[src/rtl/async_fifo_pkg.sv]
// Shared types and defaults for the async FIFO read-side logic.
// Latency: n/a (types, constants and a constant helper only).
// Backpressure: n/a.
package async_fifo_pkg;

  // Defaults shared with the FIFO instance this controller drains.
  localparam int DEFAULT_DATA_WIDTH = 8;
  localparam int DEFAULT_BURST_LEN  = 4;

  typedef enum logic [2:0] {
    IDLE  = 3'd0,
    ISSUE = 3'd1,
    WAIT  = 3'd2,
    GAP   = 3'd3,
    DONE  = 3'd4
  } drain_state_t;

  // Used to size the shared latency/gap down-counter.
  function automatic int max_int(input int a, input int b);
    return (a > b) ? a : b;
  endfunction

endpackage

[src/rtl/stream_skid_buf.sv]
// Two-entry valid/ready buffer between the FIFO capture point and the consumer.
// Latency: a push is visible on out_valid/out_data the cycle after the push edge.
// Backpressure: out_ready low holds the head; free drops when both entries are full.
//
// Ports:
//   clk, rst          clock, synchronous active-high reset (flushes both entries)
//   in_data, in_valid push side; in_valid is a one-cycle push strobe
//   out_data, out_valid, out_ready  downstream stream, pop on out_valid && out_ready
//   free              at least one entry empty this cycle (ignores a same-cycle pop)
module stream_skid_buf #(
  parameter int DATA_WIDTH = 8
) (
  input  logic                  clk,
  input  logic                  rst,
  input  logic [DATA_WIDTH-1:0] in_data,
  input  logic                  in_valid,
  output logic [DATA_WIDTH-1:0] out_data,
  output logic                  out_valid,
  input  logic                  out_ready,
  output logic                  free
);

  logic [DATA_WIDTH-1:0] head;
  logic [DATA_WIDTH-1:0] tail;
  logic [1:0]            count;
  logic                  pop;
  logic                  push;

  assign pop  = out_valid && out_ready;
  // The controller never pushes into a full buffer without a pop; the guard
  // only keeps the occupancy counter from wrapping if that were violated.
  assign push = in_valid && ((count != 2'd2) || pop);

  assign out_valid = (count != 2'd0);
  assign out_data  = head;
  assign free      = (count != 2'd2);

  always_ff @(posedge clk) begin
    if (rst) begin
      head  <= '0;
      tail  <= '0;
      count <= 2'd0;
    end else begin
      case ({push, pop})
        2'b10: begin
          if (count == 2'd0) begin
            head <= in_data;
          end else begin
            tail <= in_data;
          end
          count <= count + 2'd1;
        end
        2'b01: begin
          head  <= tail;
          count <= count - 2'd1;
        end
        2'b11: begin
          // Occupancy is unchanged; the incoming word lands behind whatever
          // remains after the pop.
          if (count == 2'd1) begin
            head <= in_data;
          end else begin
            head <= tail;
            tail <= in_data;
          end
        end
        default: begin
        end
      endcase
    end
  end

endmodule

[src/rtl/fifo_drain_ctrl.sv]
// Drains BURST_LEN words from the async FIFO read port per start and streams them out.
// Latency: R_EN one cycle after ISSUE sees data; capture READ_LAT edges later; out_valid one cycle after capture.
// Backpressure: reads are only issued while the skid buffer has a free slot, so out_ready low stalls in ISSUE.
//
// Ports:
//   clk, rst               clock, synchronous active-high reset
//   start                  begin a burst (only honoured in IDLE)
//   fifo_empty, fifo_data  FIFO EMPTY flag and DATA_OUT
//   r_en                   registered FIFO read strobe, single-cycle pulses
//   out_data, out_valid, out_ready  downstream valid/ready stream
//   rd_count               words captured in the current burst (held after DONE)
//   busy                   controller not in IDLE
//   burst_done             one-cycle pulse while in DONE
module fifo_drain_ctrl
  import async_fifo_pkg::*;
#(
  parameter int DATA_WIDTH  = DEFAULT_DATA_WIDTH,
  parameter int BURST_LEN   = DEFAULT_BURST_LEN,
  parameter int READ_LAT    = 1,
  parameter int IDLE_CYCLES = 0
) (
  input  logic                           clk,
  input  logic                           rst,
  input  logic                           start,
  input  logic                           fifo_empty,
  input  logic [DATA_WIDTH-1:0]          fifo_data,
  output logic                           r_en,
  output logic [DATA_WIDTH-1:0]          out_data,
  output logic                           out_valid,
  input  logic                           out_ready,
  output logic [$clog2(BURST_LEN+1)-1:0] rd_count,
  output logic                           busy,
  output logic                           burst_done
);

  localparam int RCW = $clog2(BURST_LEN + 1);
  localparam int CW  = $clog2(max_int(READ_LAT, IDLE_CYCLES) + 1);

  // Both WAIT and GAP count down to zero, so the loads are one less than
  // the number of cycles spent in the state.
  localparam logic [CW-1:0]  LAT_LOAD   = CW'(READ_LAT - 1);
  localparam logic [CW-1:0]  GAP_LOAD   = CW'((IDLE_CYCLES > 0) ? (IDLE_CYCLES - 1) : 0);
  localparam logic [RCW-1:0] BURST_LAST = RCW'(BURST_LEN);

  drain_state_t   state;
  drain_state_t   state_nxt;
  logic [CW-1:0]  cnt;
  logic [CW-1:0]  cnt_nxt;
  logic [RCW-1:0] rd_cnt_nxt;
  logic [RCW-1:0] rd_inc;
  logic           r_en_nxt;
  logic           push;
  logic           skid_free;
  logic           slot_ok;

  assign rd_inc = rd_count + 1'b1;

  // A pop on this edge frees a slot even when the buffer currently holds two.
  // Only one read is ever outstanding, so a slot seen free here is still free
  // when that read is captured.
  assign slot_ok = skid_free || (out_valid && out_ready);

  assign busy       = (state != IDLE);
  assign burst_done = (state == DONE);

  always_ff @(posedge clk) begin
    if (rst) begin
      state    <= IDLE;
      cnt      <= '0;
      rd_count <= '0;
      r_en     <= 1'b0;
    end else begin
      state    <= state_nxt;
      cnt      <= cnt_nxt;
      rd_count <= rd_cnt_nxt;
      r_en     <= r_en_nxt;
    end
  end

  always_comb begin
    state_nxt  = state;
    cnt_nxt    = cnt;
    rd_cnt_nxt = rd_count;
    r_en_nxt   = 1'b0;
    push       = 1'b0;

    case (state)
      IDLE: begin
        if (start) begin
          state_nxt  = ISSUE;
          rd_cnt_nxt = '0;
        end
      end

      ISSUE: begin
        if (!fifo_empty && slot_ok) begin
          state_nxt = WAIT;
          r_en_nxt  = 1'b1;
          cnt_nxt   = LAT_LOAD;
        end
      end

      WAIT: begin
        // FIFO_EMPTY is deliberately ignored here: the issued read completes.
        if (cnt == '0) begin
          push       = 1'b1;
          rd_cnt_nxt = rd_inc;
          if (rd_inc == BURST_LAST) begin
            state_nxt = DONE;
          end else if (IDLE_CYCLES > 0) begin
            state_nxt = GAP;
            cnt_nxt   = GAP_LOAD;
          end else begin
            state_nxt = ISSUE;
          end
        end else begin
          cnt_nxt = cnt - 1'b1;
        end
      end

      GAP: begin
        if (cnt == '0) begin
          state_nxt = ISSUE;
        end else begin
          cnt_nxt = cnt - 1'b1;
        end
      end

      DONE: begin
        // start is not looked at here; IDLE has to be re-entered first.
        state_nxt = IDLE;
      end

      default: begin
        state_nxt = IDLE;
      end
    endcase
  end

  stream_skid_buf #(
    .DATA_WIDTH(DATA_WIDTH)
  ) u_skid (
    .clk      (clk),
    .rst      (rst),
    .in_data  (fifo_data),
    .in_valid (push),
    .out_data (out_data),
    .out_valid(out_valid),
    .out_ready(out_ready),
    .free     (skid_free)
  );

endmodule

[config.mk]
export PLATFORM = sky130hd
export DESIGN_NAME = fifo_drain_ctrl
export DESIGN_NICKNAME = d
export VERILOG_FILES = /design/src/rtl/async_fifo_pkg.sv /design/src/rtl/stream_skid_buf.sv /design/src/rtl/fifo_drain_ctrl.sv
export SDC_FILE = /design/constraint.sdc
export NUM_CORES = 1
export LEC_CHECK = 0
export ABC_AREA = 1
export BUFFER_PORTS_ARGS = -buffer_cell sky130_fd_sc_hd__buf_2
export CAP_MARGIN = 20
export CORE_MARGIN = 1
export CORE_UTILIZATION = 26
export CTS_BUF_LIST = sky130_fd_sc_hd__clkbuf_2 sky130_fd_sc_hd__clkbuf_4 sky130_fd_sc_hd__clkbuf_8
export CTS_CLUSTER_SIZE = 30
export DETAILED_ROUTE_END_ITERATION = 16
export SLEW_MARGIN = 20
export SYNTH_ARGS = -nofsm -noshare
export SYNTH_HDL_FRONTEND = slang
export SYNTH_SLANG_ARGS = --single-unit
[constraint.sdc]
create_clock -name clk -period 3.7 [get_ports clk]
set_clock_uncertainty 0.05 [all_clocks]
set_input_delay 0.185 -clock clk [delete_from_list [all_inputs] [get_ports clk]]
set_output_delay 0.185 -clock clk [all_outputs]
set_load 0.02 [all_outputs]
==> reports/metrics.csv, run 1 <==
stage,metric,value,unit
pwr,Seq pwr share,38.6,%
sta,final setup TNS,0,ps
clock_tree,clock sinks,25,
clock_tree,post-CTS sizing,0,
pwr,switch share,39.9,%
yosys,Simple-Gate Fraction of Synth Area,47.3,%
critical_path,Crit path max-delay family,simple AND/OR/NAND/NOR gates,
sta,Hold Fails Final Rpt,0,
pwr,maximum VDD drop,0.000135,V
detailed_routing,via/cell ratio,4.33,
sta,Final min period,2070,ps
clock_tree,Clock Tree Buf Depth,2,
detailed_routing,WL/cell,10.5,um
yosys,#FFs+latches synth,25,
detailed_routing,drc violations,0,
critical_path,CP max stage cell,clkinv_1,
critical_path,Critical Path RT,3820,ps
outcome,status,finished clean,
clock_tree,clock slew seen by the registers of the worst setup and hold paths,90,ps
global_routing,first-pass GRT wire length,6040,um
place,GPL Wtd Cong,0.779,
critical_path,critical path type,reg -> reg,
critical_path,"Max FO, Critical Path",22,
layout,ANT cells,0,
detailed_routing,Final ANT Viol Nets,0,
critical_path,CP cell instances,inv_1 > ha_1 > inv_2 > nand2_2 > clkinv_1 > nand2_1 > nand3_1 > nand2_1 > nor2_1,
yosys,adder-cell share of the synthesized area,4.35,%
place,pre-CTS WS,1660,ps
floorplan,Initial Util,27.6,%
yosys,post-synth top area share,34.8,%
yosys,biggest area consumer among synthesized cells,dfxtp_1,
yosys,largest family of logic cells by synthesized area,simple AND/OR/NAND/NOR gates,
global_routing,initial antenna violation count,0,
sta,Max transition margin,63.7,%
sta,Slew Limit Fails,0,
yosys,register area share after synthesis,34.8,%
critical_path,Critical Path Start Type,register,
detailed_routing,routed wire length,3350,um
clock_tree,setup bufs post-CTS,0,
layout,"most common cell after layout, fill and taps aside",nand2_1,
global_routing,largest net degree at the start of global routing,23,
critical_path,WP data arrival,2190,ps
place,I/O Buffers,27,
pwr,Cell Pwr Density,518,nW/um2
pwr,reported net switching power,348,uW
global_routing,Total GRT Usage,12.4,%
sta,worst slew pin tran,541,ps
global_routing,met1 GRT Util,17.3,%
layout,Register Area,500,um2
detailed_routing,first-pass iteration count of the detailed router,4,
pwr,Comb power frac,41.8,%
layout,area growth from synthesis to layout,17.0,%
layout,area of the multi-input gates,828,um2
place,DP HPWL,2480,um
floorplan,die width,76.4,um
layout,# fillers,586,
yosys,"Net Count, Synth",242,
detailed_routing,DR vias,1384,
detailed_routing,DR iter-0 viols,105,
sta,Max Freq,483,MHz
sta,hold_ws,130,ps
critical_path,Worst setup EP type,register,
global_routing,M3 GR Usage,1.80,%
floorplan,die area,5840,um2
floorplan,Top Ports,28,
hold_path,Hold Path Class,in -> reg,
pwr,Leakage,0.789,nW
sta,unrepaired setup endpoints after global routing,no,
yosys,Mapped Area,1440,um2
place,dpl cell area,1630,um2
sta,setup violators final,0,
yosys,largest cells by area after synthesis,"dfxtp_1 (35%), nand2_1 (15%), nand3_1 (11%)",
yosys,complex-gate fraction of the synthesized area,5.91,%
pwr,internal power,523,uW
global_routing,GRT Residual Overflow,0,
floorplan,FP Rows,26,
critical_path,delay of the slowest cell on the worst path,360,ps
layout,design area,1680,um2
pwr,Clk pwr share,19.7,%
yosys,Cells after Synth,224,
global_routing,most crowded layer after global routing,met2,
layout,nets,269,
clock_tree,Skew-Pair Late Insertion Delay,260,ps
pwr,Pwr Total,871,uW
yosys,Synth Area in XOR/XNOR,0,%
yosys,Avg Synthesized Cell Area,6.42,um2
floorplan,Die Y,76.4,um
clock_tree,H-tree depth,1,
clock_tree,CTS tree,done,
yosys,mux share of post-synthesis cell area,0,%
floorplan,core area,5200,um2
critical_path,most frequent CP cell,nand2_1,
clock_tree,CTS buffer count,3,
global_routing,met2 Resource Use GR,19.8,%
clock_tree,Clock Tree Root,clkbuf_8,
global_routing,number of global-route vias before repair,1303,
layout,fraction of layout cells with a size suffix above 1,16.4,%
sta,Tcrit/Tclk final,55.9,%
sta,final worst slack,1630,ps
clock_tree,hold_buf cts,0,
yosys,Syn. warnings,0,
layout,highest-count cells in the layout ignoring fill and taps,"nand2_1 (57), nor2_1 (38), nand3_1 (33)",
run,max-cap viol count,0,
yosys,Cell variety after synth,21,
critical_path,Bufs and invs on worst path,3,
cell type report:
type | count | share of cell area, %
inverters | 22 | 4.91
well taps | 70 | 5.20
flip-flops and latches | 25 | 29.7
repair buffers | 27 | 8.03
multi-input cells | 172 | 49.2
clock buffers | 4 | 2.90
final timing paths:
path                                      start         endpoint  slack [ps]  cells after the start
worst min-delay path                        rst      rd_count[1]         130                      2
worst max-delay path            u_skid.count[0]  u_skid.count[0]        1630                      9
worst max register to register  u_skid.count[0]  u_skid.count[0]        1630                      9
worst min register to register      rd_count[2]      rd_count[2]         450                      2
logic make-up (layout without fill, tap and decap cells):
group / after synthesis / in the layout
AOI/OAI and AO/OA: 17 / 17
buffers and inverters: 27 / 53
and+or+nand+nor: 150 / 150
DFF: 25 / 25
adders and majority gates: 5 / 5
flip-flops by register name (all words and copies together), names as in the netlist:
register / count
u_skid.count: 2
r_en: 1
u_skid.out_data: 8
rd_count: 3
state: 3
u_skid.tail: 8
stage by stage:
step	instances	util, %
3_5_place_dp	316	31.4
5_1_grt	320	32.3
4_1_cts	320	32.3
3_3_place_gp	316	31.4
2_1_floorplan	224	-
6_report	320	32.3
Yosys cell counts:
| cell type | count |
|---|---|
| nand2_1 | 57 |
| nor2_1 | 38 |
| nand3_1 | 33 |
| dfxtp_1 | 25 |
| inv_1 | 18 |
| o21ai_0 | 9 |
| nand3b_1 | 8 |
| a21oi_1 | 7 |
| nor3_1 | 6 |
| ha_1 | 5 |
| clkbuf_1 | 3 |
| nor2_4 | 3 |
| clkinv_1 | 2 |
| inv_2 | 2 |
| or2_2 | 2 |
| buf_2 | 1 |
| buf_6 | 1 |
| nand2_2 | 1 |
| nand3_2 | 1 |
| nor2_2 | 1 |
| o21ai_1 | 1 |
routing by layer:
layer / routed length, um / part of all wire, %
met1: 1700 / 51
met2: 1500 / 45
met3: 133 / 4.0
met4: 21 / 0.63
met5: 0 / 0
power groups by stage:
stage	sequential (mW)	combinational, mW	clock (mW)
floorplan	0.376	0.247	0
global placement	0.344	0.361	0
detailed placement	0.342	0.365	0
CTS	0.336	0.367	0.176
global route	0.343	0.417	0.189
finish	0.336	0.364	0.171
Note: power is estimated with default switching activity, not from simulation.
==> run 2, diff against run 1 <==
ABC_AREA = 0   (was 1)
clock period = 2 ns   (was 3.7 ns; I/O delays follow)
==> run 2 against run 1 <==
Synthesized cell count decreased by 35%; sequential share of layout area increased by 1.0 points; highest routed layer unchanged; fmax increased by 19%.
==> reports/metrics.csv, run 2 <==
stage,metric,value,unit
pwr,Clk pwr share,22.4,%
pwr,Cell Pwr Density,840,nW/um2
place,GPL Wtd Cong,0.776,
critical_path,CP cell instances,inv_1 > ha_1 > nor2b_2 > o21a_4 > a2111oi_2,
global_routing,initial antenna violation count,0,
yosys,most frequent cell after synthesis,dfxtp_1,
yosys,Cell variety after synth,36,
sta,worst slew pin tran,600,ps
critical_path,Critical Path RT,2120,ps
clock_tree,clock sinks,25,
critical_path,Bufs and invs on worst path,1,
floorplan,die area,5840,um2
layout,nets,188,
sta,final setup TNS,0,ps
clock_tree,Skew-Pair Late Insertion Delay,270,ps
critical_path,"Max FO, Critical Path",9,
critical_path,critical path type,reg -> reg,
layout,highest-count cells in the layout ignoring fill and taps,"buf_2 (27), dfxtp_1 (25), nand2b_1 (17)",
critical_path,Worst R2R Setup Slack,260,ps
pwr,Comb power frac,34.6,%
pwr,Leakage,0.659,nW
clock_tree,CTS tree,done,
detailed_routing,Final ANT Viol Nets,0,
yosys,post-synth top area share,34.8,%
detailed_routing,first-pass iteration count of the detailed router,5,
global_routing,GRT Residual Overflow,0,
yosys,commonest cells in the netlist,"dfxtp_1 (25), nand2b_1 (17), inv_1 (12)",
floorplan,Die Y,76.4,um
detailed_routing,DR vias,1093,
sta,Max Freq,576,MHz
floorplan,FP Rows,26,
sta,Slew Limit Fails,0,
layout,Util after Layout,31.3,%
clock_tree,clock slew seen by the registers of the worst setup and hold paths,90,ps
yosys,register area share after synthesis,34.8,%
sta,Tcrit/Tclk final,86.9,%
pwr,maximum VDD drop,0.000317,V
yosys,Post-synth EDFFs,0,
yosys,Syn. warnings,0,
global_routing,number of global-route vias before repair,1042,
detailed_routing,WL/cell,12.3,um
critical_path,delay of the slowest cell on the worst path,390,ps
layout,ANT cells,0,
sta,unrepaired setup endpoints after global routing,no,
sta,Hold Fails Final Rpt,0,
place,DP HPWL,2090,um
yosys,Avg Synthesized Cell Area,9.86,um2
yosys,#FFs+latches synth,25,
yosys,fraction of registers with async set/reset,0,%
hold_path,Hold Path Class,in -> reg,
yosys,largest cells by area after synthesis,"dfxtp_1 (35%), a2111oi_2 (8.3%), nand2b_1 (7.4%)",
critical_path,Worst setup EP type,register,
layout,area growth from synthesis to layout,13.1,%
clock_tree,Clock Tree Root,clkbuf_8,
pwr,reported net switching power,484,uW
floorplan,Initial Util,27.6,%
yosys,"Net Count, Synth",164,
layout,fraction of layout cells with a size suffix above 1,29.6,%
detailed_routing,drc violations,0,
detailed_routing,DR iter-0 viols,50,
yosys,Cells after Synth,146,
outcome,status,finished clean,
detailed_routing,via/cell ratio,4.57,
floorplan,Top Ports,28,
layout,"most common cell after layout, fill and taps aside",buf_2,
sta,Final min period,1740,ps
detailed_routing,routed wire length,2950,um
critical_path,CP max stage cell,dfxtp_1,
clock_tree,H-tree depth,1,
sta,Max transition margin,60.0,%
run,max-cap viol count,0,
yosys,Mapped Area,1440,um2
yosys,biggest area consumer among synthesized cells,dfxtp_1,
clock_tree,Clock Tree Buf Depth,2,
pwr,internal power,883,uW
floorplan,die width,76.4,um
sta,setup violators final,0,
clock_tree,CTS buffer count,3,
global_routing,Total GRT Usage,10.7,%
critical_path,Critical Path Start Type,register,
global_routing,first-pass GRT wire length,5050,um
global_routing,largest net degree at the start of global routing,35,
critical_path,Crit path max-delay family,compound AO/OA/AOI/OAI gates,
floorplan,core area,5200,um2
critical_path,WP data arrival,1860,ps
pwr,switch share,35.4,%
pwr,Seq pwr share,43.0,%
place,I/O Buffers,27,
yosys,"Top FF cell, synth",dfxtp_1,
-- run 2: timing repair --
item,in CTS,in global routing
hold buffers,0,0
setup buffers,0,0
endpoints found under the setup margin,0,7
resized for setup,0,1
-- run 2: cell families (layout without fill, tap and decap cells) --
kind of cell    Yosys count  after routing  synth area share [%]
simple gates             51             51                  22.0
compound gates           30             30                  20.1
flops                    25             25                  34.8
buf+inv                  24             47                  11.1
mux                      10             10                  7.04
fa+ha+maj                 5              5                  4.35
xor+xnor                  1              1                 0.609
-- run 2: through the flow --
step	setup WS [ps]	power, mW	cell area (um2)	instances	hold WS [ps]
after detailed placement	105	1.07	1580	235	328
after floorplan	357	0.990	1440	146	201
after global placement	150	1.07	1580	235	329
final	263	1.37	1630	239	34.3
after CTS	91.0	1.38	1630	239	28.2
after global routing	135	1.46	1630	239	32.6
-- run 2: final timing paths --
check | from | end | cells after the start
setup / recovery | u_skid.count[1] | u_skid.out_data[4] | 5
hold / removal | fifo_data[3] | u_skid.out_data[3] | 3
setup reg to reg | u_skid.count[1] | u_skid.out_data[4] | 5
hold reg to reg | u_skid.tail[7] | u_skid.tail[7] | 2
-- run 2: final cells by class --
cell class	count	area, um2
Fill cell	579	3580
Clock buffer	3	41.3
Clock inverter	1	7.51
Tap cell	70	87.6
Inverter	12	45.0
Sequential cell	25	500
Timing Repair Buffer	31	165
Multi-Input combinational cell	97	781
-- run 2: worst reg2reg max path: cells and delay by family (launching register included) --
family                   cells  cell delay, ps
buffers and inverters        1              80
AND/OR/NAND/NOR              1             240
flip-flops                   1             390
AO/OA/AOI/OAI                2             650
adder cells (fa/ha/maj)      1             220
-- run 2: power groups by stage --
stage                     clock [mW]  combinational, mW  sequential, mW
after floorplan                    0              0.353           0.637
after global placement             0              0.468           0.601
after detailed placement           0              0.473           0.600
after CTS                      0.320              0.475           0.589
after global routing           0.338              0.521           0.596
final                          0.307              0.473           0.587
-- run 2: layer usage --
layer	up-vias	global-route usage, %	wire, um
met4	0	2.31	26
met2	25	15.9	1310
met5	-	0	0
met3	5	3.23	139
li1	569	-	-
met1	494	15.1	1470
